<file path="src/rtl/pipe_hazard_ctrl_if.sv">
// ---------------------------------------------------------------------------
// pipe_hazard_ctrl_if
// Bundles the signals between the ID-stage hazard controller and the pipeline
// datapath around it.
//   Hazard status into the controller:
//     mem_busy         data memory not ready; the whole pipe must freeze
//     ex_load, ex_rd   EX-stage instruction is a load, and its destination
//     id_rn/rm/rd      ID-stage source registers (rd is the store source)
//     id_*_use         the matching source is actually read
//     id_branch_taken  the branch in ID resolved taken
//   Pipeline control out of the controller:
//     pc_le            PC load enable
//     pc_sel_target    1 = PC loads branch target, 0 = PC+4
//     ifid_le          IF/ID load enable
//     ifid_r           IF/ID flush (the register loads a zero instruction)
//     idex_nop         force ID/EX control to a NOP
// Modports: master = pipeline side, slave = hazard controller.
// ---------------------------------------------------------------------------
interface pipe_hazard_ctrl_if;
  logic       mem_busy;
  logic       ex_load;
  logic [3:0] ex_rd;
  logic [3:0] id_rn;
  logic [3:0] id_rm;
  logic [3:0] id_rd;
  logic       id_rn_use;
  logic       id_rm_use;
  logic       id_rd_use;
  logic       id_branch_taken;
  logic       pc_le;
  logic       pc_sel_target;
  logic       ifid_le;
  logic       ifid_r;
  logic       idex_nop;

  modport master (
    output mem_busy, ex_load, ex_rd, id_rn, id_rm, id_rd,
           id_rn_use, id_rm_use, id_rd_use, id_branch_taken,
    input  pc_le, pc_sel_target, ifid_le, ifid_r, idex_nop
  );

  modport slave (
    input  mem_busy, ex_load, ex_rd, id_rn, id_rm, id_rd,
           id_rn_use, id_rm_use, id_rd_use, id_branch_taken,
    output pc_le, pc_sel_target, ifid_le, ifid_r, idex_nop
  );
endinterface

</file>
<file path="src/rtl/pipe_hazard_ctrl.sv">
// ---------------------------------------------------------------------------
// pipe_hazard_ctrl
// Sequences the IF/ID pipeline register and the PC. Resolves load-use stalls,
// taken-branch wrong-path flushes and data-memory wait freezes with a
// registered FSM; the pipeline controls are Mealy outputs of state + inputs.
// Priority in every state: mem_busy > load-use > branch taken.
//
// Ports:
//   clk          clock, rising edge
//   reset_n      asynchronous active-low reset
//   hz           pipe_hazard_ctrl_if.slave (hazard status in, controls out)
//   mem_timeout  sticky flag: mem_busy held for MEM_TIMEOUT consecutive cycles
//   state_o      FSM state (RUN=0, LU_STALL=1, FLUSH=2, MEM_WAIT=3)
//   stall_cnt    cycles with pc_le=0 (saturating)
//   flush_cnt    cycles with ifid_r=1 (saturating)
//
// Configuration macro: HAZ_PERF_CNT_EN
//   defined   -> stall_cnt / flush_cnt are live saturating counters
//   undefined -> both ports are tied to zero and no counter flops exist
// ---------------------------------------------------------------------------
module pipe_hazard_ctrl #(
  parameter int LU_STALL    = 1,
  parameter int BR_BUBBLES  = 1,
  parameter int MEM_TIMEOUT = 255,
  parameter int CNT_W       = 16
) (
  input  logic               clk,
  input  logic               reset_n,
  pipe_hazard_ctrl_if.slave  hz,
  output logic               mem_timeout,
  output logic [1:0]         state_o,
  output logic [CNT_W-1:0]   stall_cnt,
  output logic [CNT_W-1:0]   flush_cnt
);

  typedef enum logic [1:0] {
    ST_RUN      = 2'd0,
    ST_LU_STALL = 2'd1,
    ST_FLUSH    = 2'd2,
    ST_MEM_WAIT = 2'd3
  } state_t;

  // Remaining-cycle counter must hold the larger of the two sequence lengths.
  localparam int REM_MAX = (LU_STALL > BR_BUBBLES) ? LU_STALL : BR_BUBBLES;
  localparam int REM_W   = $clog2(REM_MAX + 1);
  localparam int WD_W    = $clog2(MEM_TIMEOUT + 1);

  localparam logic [REM_W-1:0] REM_ZERO = REM_W'(0);
  localparam logic [REM_W-1:0] REM_ONE  = REM_W'(1);
  localparam logic [REM_W-1:0] LU_REM   = REM_W'(LU_STALL - 1);
  localparam logic [REM_W-1:0] BR_REM   = REM_W'(BR_BUBBLES - 1);
  localparam logic [WD_W-1:0]  WD_ONE   = WD_W'(1);
  localparam logic [WD_W-1:0]  WD_LIMIT = WD_W'(MEM_TIMEOUT);

  state_t           state_r;
  state_t           state_nxt_s;
  logic [REM_W-1:0] rem_r;
  logic [REM_W-1:0] rem_nxt_s;
  logic             in_reset_r;
  logic [WD_W-1:0]  wd_cnt_r;
  logic [WD_W-1:0]  wd_nxt_s;
  logic             mem_timeout_r;
  logic             lu_s;

  logic pc_le_s;
  logic pc_sel_target_s;
  logic ifid_le_s;
  logic ifid_r_s;
  logic idex_nop_s;

  // Load-use: EX holds a load whose destination is read by the ID instruction.
  assign lu_s = hz.ex_load &
                ((hz.id_rn_use & (hz.id_rn == hz.ex_rd)) |
                 (hz.id_rm_use & (hz.id_rm == hz.ex_rd)) |
                 (hz.id_rd_use & (hz.id_rd == hz.ex_rd)));

  // Reset-shadow flag: keeps the reset output pattern for the first cycle after release.
  always_ff @(posedge clk or negedge reset_n) begin
    if (!reset_n) begin
      in_reset_r <= 1'b1;
    end else begin
      in_reset_r <= 1'b0;
    end
  end

  // FSM state and remaining-cycle register.
  always_ff @(posedge clk or negedge reset_n) begin
    if (!reset_n) begin
      state_r <= ST_RUN;
      rem_r   <= REM_ZERO;
    end else begin
      state_r <= state_nxt_s;
      rem_r   <= rem_nxt_s;
    end
  end

  // Next-state and Mealy pipeline controls.
  always_comb begin
    state_nxt_s     = state_r;
    rem_nxt_s       = rem_r;
    pc_le_s         = 1'b0;
    pc_sel_target_s = 1'b0;
    ifid_le_s       = 1'b0;
    ifid_r_s        = 1'b0;
    idex_nop_s      = 1'b0;

    if (in_reset_r) begin
      state_nxt_s = ST_RUN;
      rem_nxt_s   = REM_ZERO;
    end else if (hz.mem_busy) begin
      // Freeze: every control low, state and remaining count hold.
      if (state_r == ST_RUN) begin
        state_nxt_s = ST_MEM_WAIT;
      end else begin
        state_nxt_s = state_r;
      end
    end else begin
      case (state_r)
        // MEM_WAIT with memory ready behaves exactly like RUN.
        ST_RUN, ST_MEM_WAIT: begin
          if (lu_s) begin
            idex_nop_s = 1'b1;
            rem_nxt_s  = LU_REM;
            if (LU_REM != REM_ZERO) begin
              state_nxt_s = ST_LU_STALL;
            end else begin
              state_nxt_s = ST_RUN;
            end
          end else if (hz.id_branch_taken) begin
            pc_le_s         = 1'b1;
            pc_sel_target_s = 1'b1;
            ifid_le_s       = 1'b1;
            ifid_r_s        = 1'b1;
            rem_nxt_s       = BR_REM;
            if (BR_REM != REM_ZERO) begin
              state_nxt_s = ST_FLUSH;
            end else begin
              state_nxt_s = ST_RUN;
            end
          end else begin
            pc_le_s     = 1'b1;
            ifid_le_s   = 1'b1;
            state_nxt_s = ST_RUN;
          end
        end
        // Branch requests are ignored until the stall drains.
        ST_LU_STALL: begin
          idex_nop_s = 1'b1;
          rem_nxt_s  = rem_r - REM_ONE;
          if (rem_r == REM_ONE) begin
            state_nxt_s = ST_RUN;
          end else begin
            state_nxt_s = ST_LU_STALL;
          end
        end
        // Wrong-path cleanup: keep fetching sequentially, squash IF/ID and ID/EX.
        ST_FLUSH: begin
          pc_le_s    = 1'b1;
          ifid_r_s   = 1'b1;
          idex_nop_s = 1'b1;
          rem_nxt_s  = rem_r - REM_ONE;
          if (rem_r == REM_ONE) begin
            state_nxt_s = ST_RUN;
          end else begin
            state_nxt_s = ST_FLUSH;
          end
        end
        default: begin
          state_nxt_s = ST_RUN;
          rem_nxt_s   = REM_ZERO;
        end
      endcase
    end
  end

  // Output stage: the reset pattern overrides the FSM controls.
  always_comb begin
    if (in_reset_r) begin
      hz.pc_le         = 1'b0;
      hz.pc_sel_target = 1'b0;
      hz.ifid_le       = 1'b0;
      hz.ifid_r        = 1'b1;
      hz.idex_nop      = 1'b1;
    end else begin
      hz.pc_le         = pc_le_s;
      hz.pc_sel_target = pc_sel_target_s;
      hz.ifid_le       = ifid_le_s;
      hz.ifid_r        = ifid_r_s;
      hz.idex_nop      = idex_nop_s;
    end
  end

  // Saturating increment of the consecutive-busy watchdog.
  always_comb begin
    if (wd_cnt_r == WD_LIMIT) begin
      wd_nxt_s = wd_cnt_r;
    end else begin
      wd_nxt_s = wd_cnt_r + WD_ONE;
    end
  end

  // Watchdog: counts consecutive busy cycles; the timeout flag is sticky.
  always_ff @(posedge clk or negedge reset_n) begin
    if (!reset_n) begin
      wd_cnt_r      <= {WD_W{1'b0}};
      mem_timeout_r <= 1'b0;
    end else if (hz.mem_busy && !in_reset_r) begin
      wd_cnt_r <= wd_nxt_s;
      if (wd_nxt_s == WD_LIMIT) begin
        mem_timeout_r <= 1'b1;
      end else begin
        mem_timeout_r <= mem_timeout_r;
      end
    end else begin
      wd_cnt_r      <= {WD_W{1'b0}};
      mem_timeout_r <= mem_timeout_r;
    end
  end

  assign mem_timeout = mem_timeout_r;
  assign state_o     = state_r;

`ifdef HAZ_PERF_CNT_EN
  logic [CNT_W-1:0] stall_cnt_r;
  logic [CNT_W-1:0] flush_cnt_r;

  // Saturating perf counters; the reset-shadow cycle is not counted.
  always_ff @(posedge clk or negedge reset_n) begin
    if (!reset_n) begin
      stall_cnt_r <= {CNT_W{1'b0}};
      flush_cnt_r <= {CNT_W{1'b0}};
    end else begin
      if (!in_reset_r && !pc_le_s && (stall_cnt_r != {CNT_W{1'b1}})) begin
        stall_cnt_r <= stall_cnt_r + CNT_W'(1);
      end else begin
        stall_cnt_r <= stall_cnt_r;
      end
      if (!in_reset_r && ifid_r_s && (flush_cnt_r != {CNT_W{1'b1}})) begin
        flush_cnt_r <= flush_cnt_r + CNT_W'(1);
      end else begin
        flush_cnt_r <= flush_cnt_r;
      end
    end
  end

  assign stall_cnt = stall_cnt_r;
  assign flush_cnt = flush_cnt_r;
`else
  assign stall_cnt = {CNT_W{1'b0}};
  assign flush_cnt = {CNT_W{1'b0}};
`endif

endmodule

</file>
<file path="src/flat_wrapper.sv">
// flat-port wrapper written by rule: the top's interface ports become plain ports
module pipe_hazard_ctrl_flat 
#(
  parameter int LU_STALL    = 1,
  parameter int BR_BUBBLES  = 1,
  parameter int MEM_TIMEOUT = 255,
  parameter int CNT_W       = 16
)
  (clk, reset_n, mem_timeout, state_o, stall_cnt, flush_cnt, hz_mem_busy, hz_ex_load, hz_ex_rd, hz_id_rn, hz_id_rm, hz_id_rd, hz_id_rn_use, hz_id_rm_use, hz_id_rd_use, hz_id_branch_taken, hz_pc_le, hz_pc_sel_target, hz_ifid_le, hz_ifid_r, hz_idex_nop);
  pipe_hazard_ctrl_if hz_i ();
  input  logic clk;
  input  logic reset_n;
  output logic mem_timeout;
  output logic [1:0] state_o;
  output logic [CNT_W-1:0] stall_cnt;
  output logic [CNT_W-1:0] flush_cnt;
  input wire logic [$bits(hz_i.mem_busy)-1:0] hz_mem_busy;
  input wire logic [$bits(hz_i.ex_load)-1:0] hz_ex_load;
  input wire logic [$bits(hz_i.ex_rd)-1:0] hz_ex_rd;
  input wire logic [$bits(hz_i.id_rn)-1:0] hz_id_rn;
  input wire logic [$bits(hz_i.id_rm)-1:0] hz_id_rm;
  input wire logic [$bits(hz_i.id_rd)-1:0] hz_id_rd;
  input wire logic [$bits(hz_i.id_rn_use)-1:0] hz_id_rn_use;
  input wire logic [$bits(hz_i.id_rm_use)-1:0] hz_id_rm_use;
  input wire logic [$bits(hz_i.id_rd_use)-1:0] hz_id_rd_use;
  input wire logic [$bits(hz_i.id_branch_taken)-1:0] hz_id_branch_taken;
  output wire logic [$bits(hz_i.pc_le)-1:0] hz_pc_le;
  output wire logic [$bits(hz_i.pc_sel_target)-1:0] hz_pc_sel_target;
  output wire logic [$bits(hz_i.ifid_le)-1:0] hz_ifid_le;
  output wire logic [$bits(hz_i.ifid_r)-1:0] hz_ifid_r;
  output wire logic [$bits(hz_i.idex_nop)-1:0] hz_idex_nop;
  assign hz_i.mem_busy = hz_mem_busy;
  assign hz_i.ex_load = hz_ex_load;
  assign hz_i.ex_rd = hz_ex_rd;
  assign hz_i.id_rn = hz_id_rn;
  assign hz_i.id_rm = hz_id_rm;
  assign hz_i.id_rd = hz_id_rd;
  assign hz_i.id_rn_use = hz_id_rn_use;
  assign hz_i.id_rm_use = hz_id_rm_use;
  assign hz_i.id_rd_use = hz_id_rd_use;
  assign hz_i.id_branch_taken = hz_id_branch_taken;
  assign hz_pc_le = hz_i.pc_le;
  assign hz_pc_sel_target = hz_i.pc_sel_target;
  assign hz_ifid_le = hz_i.ifid_le;
  assign hz_ifid_r = hz_i.ifid_r;
  assign hz_idex_nop = hz_i.idex_nop;
  pipe_hazard_ctrl #(.LU_STALL(LU_STALL), .BR_BUBBLES(BR_BUBBLES), .MEM_TIMEOUT(MEM_TIMEOUT), .CNT_W(CNT_W)) u_core (.clk(clk), .reset_n(reset_n), .hz(hz_i), .mem_timeout(mem_timeout), .state_o(state_o), .stall_cnt(stall_cnt), .flush_cnt(flush_cnt));
endmodule
</file>
<file path="config.mk">
export PLATFORM = sky130hd
export DESIGN_NAME = pipe_hazard_ctrl_flat
export DESIGN_NICKNAME = d
export VERILOG_FILES = /design/src/rtl/pipe_hazard_ctrl_if.sv /design/src/rtl/pipe_hazard_ctrl.sv /design/src/flat_wrapper.sv
export SDC_FILE = /design/constraint.sdc
export NUM_CORES = 1
export LEC_CHECK = 0
export CAP_MARGIN = 20
export CORE_ASPECT_RATIO = 1.4
export CORE_UTILIZATION = 35
export CTS_CLUSTER_DIAMETER = 120
export DETAILED_ROUTE_END_ITERATION = 12
export PLACE_DENSITY = 0.77
export SLEW_MARGIN = 30
export SYNTH_ARGS = -nofsm -noshare
export SYNTH_HDL_FRONTEND = slang
export SYNTH_SLANG_ARGS = --single-unit
</file>
<file path="constraint.sdc">
create_clock -name clk -period 2 [get_ports clk]
set_clock_uncertainty 0.2 [all_clocks]
set_input_delay 0.2 -clock clk [delete_from_list [all_inputs] [get_ports clk]]
set_output_delay 0.2 -clock clk [all_outputs]
set_load 0.01 [all_outputs]
</file>
==> results of run 1 <==
[cells in the final DEF, fill, tap and decap left out, types with 3 or more instances in the layout]
| cell | count |
|---|---|
| conb_1 | 33 |
| buf_4 | 18 |
| dfrtp_1 | 12 |
| clkdlybuf4s50_1 | 11 |
| nor2_1 | 10 |
| dlygate4sd2_1 | 10 |
| xor2_1 | 9 |
| inv_1 | 7 |
| nand3_1 | 5 |
| dlymetal6s2s_1 | 5 |
| nor3_1 | 4 |
| a21oi_1 | 4 |
| o21ai_0 | 4 |
| ha_1 | 4 |
| buf_6 | 4 |
| buf_2 | 4 |
| and3_1 | 3 |
| a211oi_1 | 3 |
| clkbuf_8 | 3 |
[power by group through the flow]
stage	Sequential, mW	Clock [mW]	Combinational, mW
4_1_cts	0.280	0.246	0.257
6_report	0.281	0.241	0.263
5_1_grt	0.282	0.261	0.289
3_5_place_dp	0.284	0	0.240
2_1_floorplan	0.285	0	0.161
3_3_place_gp	0.284	0	0.236
[registers in the layout, indices dropped and copies added (netlist names)]
name and count:
u_core.rem_r 1, u_core.in_reset_r 1, u_core.wd_cnt_r 8, u_core.state_o 2
u_core.mem_timeout 1
[timing repair]
action,4_1_cts,5_1_grt
pin swaps,9,4
buffers inserted,3,1
endpoints found under the setup margin,6,6
gates resized for setup,39,13
[worst reg2reg max path, stage by stage (launching register included)]
cell and delay (ns):
dfrtp_1 0.38, ha_1 0.23, and2_2 0.23, o41ai_2 0.31, a31oi_1 0.09, o41ai_2 0.34
[worst max-delay path by stage]
stage | from | endpoint | cells past startpoint
3_5_place_dp | hz_ex_rd[0] | hz_pc_le | 6
4_1_cts | u_core.state_o[0]$_DFFE_PN0P_ | hz_pc_le | 6
2_1_floorplan | u_core.wd_cnt_r[0]$_DFF_PN0_ | u_core.mem_timeout$_DFFE_PN0P_ | 6
6_report | hz_id_rm[0] | hz_idex_nop | 8
5_1_grt | hz_id_rm[0] | hz_pc_le | 7
3_3_place_gp | hz_ex_rd[2] | hz_pc_le | 6
[layout make-up]
type	instances	share of cell area
multi-input combinational	117	0.466
timing repair buffer	52	0.268
sequential	13	0.190
tap	40	0.0291
clock buffer	3	0.0240
inverter	9	0.0197
clock inverter	1	0.00291
[kinds of logic after synthesis]
kind of cell	synth area share
buffers and inverters	0.245
XOR/XNOR	0.0787
multiplexers	0.00817
other	0.00306
flip-flops	0.267
AND/OR/NAND/NOR	0.195
AO/OA/AOI/OAI	0.152
adder cells (fa/ha/maj)	0.0511
[through the flow]
stage                     setup TNS, ns  setup WS (ns)
after detailed placement          -3.66         -0.792
after global routing              -1.28         -0.347
after CTS                         -1.16         -0.320
final                             -1.03         -0.284
after floorplan                       0         0.0174
after global placement            -3.51         -0.771
[routing by layer]
metal	vias up	share of wire	track usage
met2	52	0.54	0.288
met4	0	0.015	0.0841
met1	501	0.38	0.166
li1	545	-	-
met3	5	0.064	0.0273
met5	-	0	0
[synthesized netlist by cell type (2+ instances only)]
cell type  number
xor2_1          9
and3_1          3
nand3_1         6
dfrtp_1        12
nor3_1          5
or3_1           2
xnor2_1         2
nor2_1         10
o22ai_1         2
buf_4          33
inv_1           9
nor4_1          2
a211oi_1        3
a31oi_1         2
o41ai_1         2
a21oi_1         4
nand2_1         3
buf_2           2
o21ai_0         5
o211ai_1        2
ha_1            5
==> impl_metrics.py, run 1 <==
metrics = {
    "flow_run": {
        "max_cap_viol_count": 0,
    },
    "routing": {
        "ant_nets": 0,
        "drt-total-wl_mm": 2.73,
        "viasPerCell": 4.69,
        "first_pass_iters": 5,
        "routedWlPerCell_um": 11.6,
        "drc": 0,
        "vias": 1103,
        "drt_iter0_drc": 44,
    },
    "timing": {
        "timing.final.hold_violations": 0,
        "setup_viol_count_final": 5,
        "worst_slack_ns": -0.284,
        "tightest_slew_ns": 0.582,
        "max_slew_margin": 0.611,
        "fin_crit_ns": 2.28,
        "whs_ns": 0.120,
        "drv_slew": 0,
        "fmax_mhz": 438,
        "rsz0062_at_grt": "yes",
        "finalCritPeriodShare": 1.14,
    },
    "grt": {
        "grt_antenna_before_repair": 0,
        "grt_overflow_total": 0,
        "grt_usage": 0.158,
        "grt_pass1_wl_mm": 4.40,
        "grt_max_degree": 14,
        "grt_pass1_vias": 1006,
    },
    "outcome": {
        "violations": "setup timing",
        "status": "finished, violations left",
    },
    "logic_synthesis": {
        "synth_top_flop_cell": "dfrtp_1",
        "synth_cells": 144,
        "syn_area_mm2": 0.00122,
        "syn_area_per_cell_um2": 8.51,
        "synth-async-reset-ratio": 1.00,
        "yosysTopAreaCell": "dfrtp_1",
        "ys_types": 42,
        "yosysTopAreaCellShare": 0.245,
        "synth_area_leaders": "dfrtp_1 25%, buf_4 20%, xor2_1 6.4%",
        "synth_seq_area_share": 0.267,
        "synth-edff-count": 0,
        "ys_ff_latch": 13,
        "ys_warn_count": 0,
    },
    "power": {
        "pwr-share-seq": 0.358,
        "switching_share": 0.307,
        "p_clk_frac": 0.307,
        "p_per_area_mw_per_mm2": 457,
        "power_uw": 785,
        "power.internal_uw": 544,
        "power_frac_comb": 0.335,
        "p_leak_nw": 0.865,
        "ir_worst_vdd_uv": 372,
        "p_sw_uw": 241,
    },
    "placement": {
        "dp_hpwl_mm": 2.08,
        "dp.cells": 228,
        "io_buffers": 31,
        "place.gp.congestion": 0.790,
        "post_dp_cell_area_mm2": 0.00161,
    },
    "setup_path": {
        "r2r-start": "u_core.wd_cnt_r[0]$_DFF_PN0_",
        "crit_path_start_kind": "primary input",
        "cp.arrival_ns": 1.88,
        "r2r-end": "u_core.mem_timeout$_DFFE_PN0P_",
        "worstSetupPathType": "in2out",
        "r2r_cells": 5,
        "path_max_fanout": 3,
        "critPathCaptureType": "primary output",
        "crit_path_frequent_cell": "buf_6",
        "slowest_stage": "clkdlybuf4s50_1",
        "critPathTopFamily": "buffers and inverters",
        "worst-r2r-setup-slack_ns": 0.12,
        "crit_buf_inv": 4,
        "slowest_delay_ns": 0.47,
        "worstPathCellList": "clkdlybuf4s50_1, xor2_1, nor4_1, a2111o_1, buf_4, buf_6, a21o_2, buf_6",
        "worstPathRequired_ns": 1.60,
    },
    "floorplanning": {
        "dieArea_mm2": 0.00374,
        "dieHeight_um": 72.0,
        "rows": 25,
        "io_pins": 64,
        "start_util": 0.366,
        "die_x_um": 52,
        "core_mm2": 0.00335,
    },
    "layout": {
        "multiInputGateArea_um2": 801,
        "nets": 225,
        "nFillCells": 313,
        "drive_above_1_share": 0.251,
        "diodes": 0,
        "area_delta_synth_final_pct": 40.2,
        "ff_latch_area_um2": 327,
        "final_area_mm2": 0.00172,
        "fin_cells": 235,
        "final_util": 0.513,
    },
    "cts": {
        "cts_buffer_depth": 2,
        "hold_buffers": 0,
        "clock-root-buffer": "clkbuf_8",
        "cts_buffers": 3,
        "clk_pin_slew_ns": 0.06,
        "clk_latency_ns": 0.25,
        "htree_levels": 1,
        "clkSinkCount": 13,
        "cts_tree": "yes",
    },
    "min_path": {
        "hold_path.class": "in2async",
    },
}
(Power assumes the default switching activity.)
==> run 2: changes to the inputs <==
- ABC_AREA: default -> 1
==> run 2 against run 1 <==
Compared with the run above:
- sequential power is essentially flat
- routed wire length shrank 9.1%
- flip-flop and latch count is the same
- maximum frequency grew 22%
- register-to-register slack gained 0.13 ns
- global-route usage shrank 2.1 points
- via count grew 3.5%
- the flow now finishes without violations
- power shrank 4.3%
==> impl_metrics.py, run 2 <==
metrics = {
    "timing": {
        "timing.final.hold_violations": 0,
        "fin_crit_ns": 1.87,
        "finalCritPeriodShare": 0.934,
        "drv_slew": 0,
        "rsz0062_at_grt": "no",
        "fmax_mhz": 535,
        "max_slew_margin": 0.615,
        "worst_slack_ns": 0.132,
        "setup_viol_count_final": 0,
        "tightest_slew_ns": 0.575,
    },
    "outcome": {
        "status": "completed",
    },
    "grt": {
        "grt_max_degree": 14,
        "grt_antenna_before_repair": 0,
        "grt_overflow_total": 0,
        "grt_pass1_wl_mm": 3.93,
        "grt_pass1_vias": 1004,
        "grt_usage": 0.137,
    },
    "cts": {
        "cts_tree": "yes",
        "hold_buffers": 0,
        "clock-root-buffer": "clkbuf_8",
        "clkSinkCount": 13,
        "cts_buffer_depth": 2,
        "post_cts_buffers": 0,
        "clk_pin_slew_ns": 0.05,
        "clk_latency_ns": 0.24,
        "cts_buffers": 3,
        "htree_levels": 1,
    },
    "setup_path": {
        "worstPathRequired_ns": 1.60,
        "worstPathCellList": "clkdlybuf4s50_1, o21ai_1, nor2_1, nand3_1, nand3_1, nand2_2, nand2_4, nand2_2, nand3_2, nand2_1, buf_2",
        "crit_buf_inv": 2,
        "r2r_cells": 9,
        "slowest_stage": "clkdlybuf4s50_1",
        "crit_cells": 11,
        "worstSetupPathType": "in2out",
        "path_max_fanout": 2,
        "slowest_delay_ns": 0.45,
        "critPathTopFamily": "simple AND/OR/NAND/NOR gates",
        "crit_path_start_kind": "primary input",
        "worst-r2r-setup-slack_ns": 0.25,
        "critPathCaptureType": "primary output",
        "cp.arrival_ns": 1.47,
    },
    "layout": {
        "nets": 257,
        "layout_common_cells": "35 x nand2_1, 33 x conb_1, 29 x nor2_1",
        "mostFrequentLayoutCell": "nand2_1",
        "largest_reg_flops": 8,
        "largest_register": "u_core.wd_cnt_r",
        "diodes": 0,
        "final_util": 0.473,
        "ff_latch_area_um2": 327,
        "area_delta_synth_final_pct": 28.4,
        "nFillCells": 347,
        "multiInputGateArea_um2": 726,
        "drive_above_1_share": 0.154,
    },
    "placement": {
        "io_buffers": 31,
        "place.gp.congestion": 0.833,
        "post-place-ws_ns": -0.537,
        "dp_hpwl_mm": 2.02,
    },
    "logic_synthesis": {
        "yosysTopAreaCell": "dfrtp_1",
        "ys_ff_latch": 13,
        "syn_area_mm2": 0.00126,
        "synth-async-reset-ratio": 1.00,
        "synth_area_leaders": "dfrtp_1 24%, buf_4 19%, nand2_1 12%",
        "ys_warn_count": 0,
        "synth-edff-count": 0,
        "syn_area_per_cell_um2": 6.75,
        "ys_types": 28,
        "synth_top_flop_cell": "dfrtp_1",
        "netlist_top_cells_count": "39 x nand2_1, 32 x buf_4, 30 x nor2_1",
        "synth_cells": 186,
        "synth_most_common_cell": "nand2_1",
        "synth_seq_area_share": 0.260,
        "yosysTopAreaCellShare": 0.239,
    },
    "floorplanning": {
        "io_pins": 64,
        "core_mm2": 0.00341,
        "dieArea_mm2": 0.00384,
        "rows": 25,
        "start_util": 0.368,
        "dieHeight_um": 72.9,
        "die_x_um": 52.6,
    },
    "power": {
        "ir_worst_vdd_uv": 449,
        "p_per_area_mw_per_mm2": 466,
        "p_leak_nw": 0.938,
    },
    "routing": {
        "first_pass_iters": 4,
        "drt_iter0_drc": 32,
        "drt-total-wl_mm": 2.48,
        "vias": 1142,
        "ant_nets": 0,
        "routedWlPerCell_um": 9.30,
        "drc": 0,
        "viasPerCell": 4.28,
    },
    "flow_run": {
        "max_cap_viol_count": 0,
    },
    "min_path": {
        "hold_path.class": "in2async",
    },
}
[run 2: metrics by stage]
step                setup TNS, ns  area (um2)  power [mW]  hold WS, ns  cells
CTS                       -0.0161        1560       0.749        0.143    267
global placement            -2.31        1540       0.521        0.251    263
floorplan                       0        1380       0.449       -0.296    218
global route                    0        1610       0.803        0.189    267
finish                          0        1610       0.751        0.124    267
detailed placement          -2.43        1540       0.522        0.261    263
[run 2: report_power, final]
part | leakage, nW | internal [mW] | switching (mW) | total, mW
combinational | 0.746 | 0.106 | 0.131 | 0.236
sequential | 0.169 | 0.274 | 0.00854 | 0.283
clock | 0.0228 | 0.141 | 0.0910 | 0.232
[run 2: kinds of logic (layout without fill, tap and decap cells)]
kind of cell,count (synthesis),after routing,share of synthesized area
simple gates,86,86,0.299
buf+inv,61,70,0.280
compound gates,13,13,0.0598
flops,13,13,0.260
xor+xnor,7,7,0.0488
fa+ha+maj,5,5,0.0498
other cells,1,33,0.00299
[run 2: path summary, 6_finish.rpt]
path / from / endpoint
worst min register to register: u_core.mem_timeout$_DFFE_PN0P_ / u_core.mem_timeout$_DFFE_PN0P_
worst min-delay path: reset_n / u_core.mem_timeout$_DFFE_PN0P_
max in group asynchronous: reset_n / u_core.state_o[0]$_DFFE_PN0P_
worst max-delay path: hz_id_rd_use / hz_ifid_r
worst max register to register: u_core.wd_cnt_r[0]$_DFF_PN0_ / u_core.mem_timeout$_DFFE_PN0P_
min in group clk: u_core.mem_timeout$_DFFE_PN0P_ / u_core.mem_timeout$_DFFE_PN0P_
[run 2: what timing repair did]
item / 4_1_cts / 5_1_grt
endpoints found under the setup margin: 5 / 5
pin swaps: 2 / 15
resized for setup: 24 / 19
[run 2: layout make-up]
cell class,instances,share of cell area
multi-input cells,144,0.450
repair buffers,38,0.223
flip-flops and latches,13,0.202
inverters,28,0.0659
well taps,40,0.0310
clock buffers,4,0.0279
[run 2: worst reg2reg max path, delay by kind of cell, from the launching register on]
family                     cells  cell delay, ns
and+or+nand+nor                6            0.59
adders and majority gates      1            0.22
xor gates and xnor gates       1            0.20
buffers and inverters          1            0.08
DFF                            1            0.40
[run 2: layer usage]
| layer | GRT usage | routed length (um) | up-vias |
|---|---|---|---|
| li1 | - | - | 579 |
| met1 | 0.129 | 891 | 511 |
| met2 | 0.262 | 1290 | 47 |
| met3 | 0.0333 | 251 | 5 |
| met4 | 0.0702 | 53 | 0 |
| met5 | 0 | 0 | - |
==> run 3: changes to the inputs <==
- CAP_MARGIN: 20 -> 5
==> results of run 3 <==
Same layout as run 2: the final DEF is identical, and so are final timing and power.
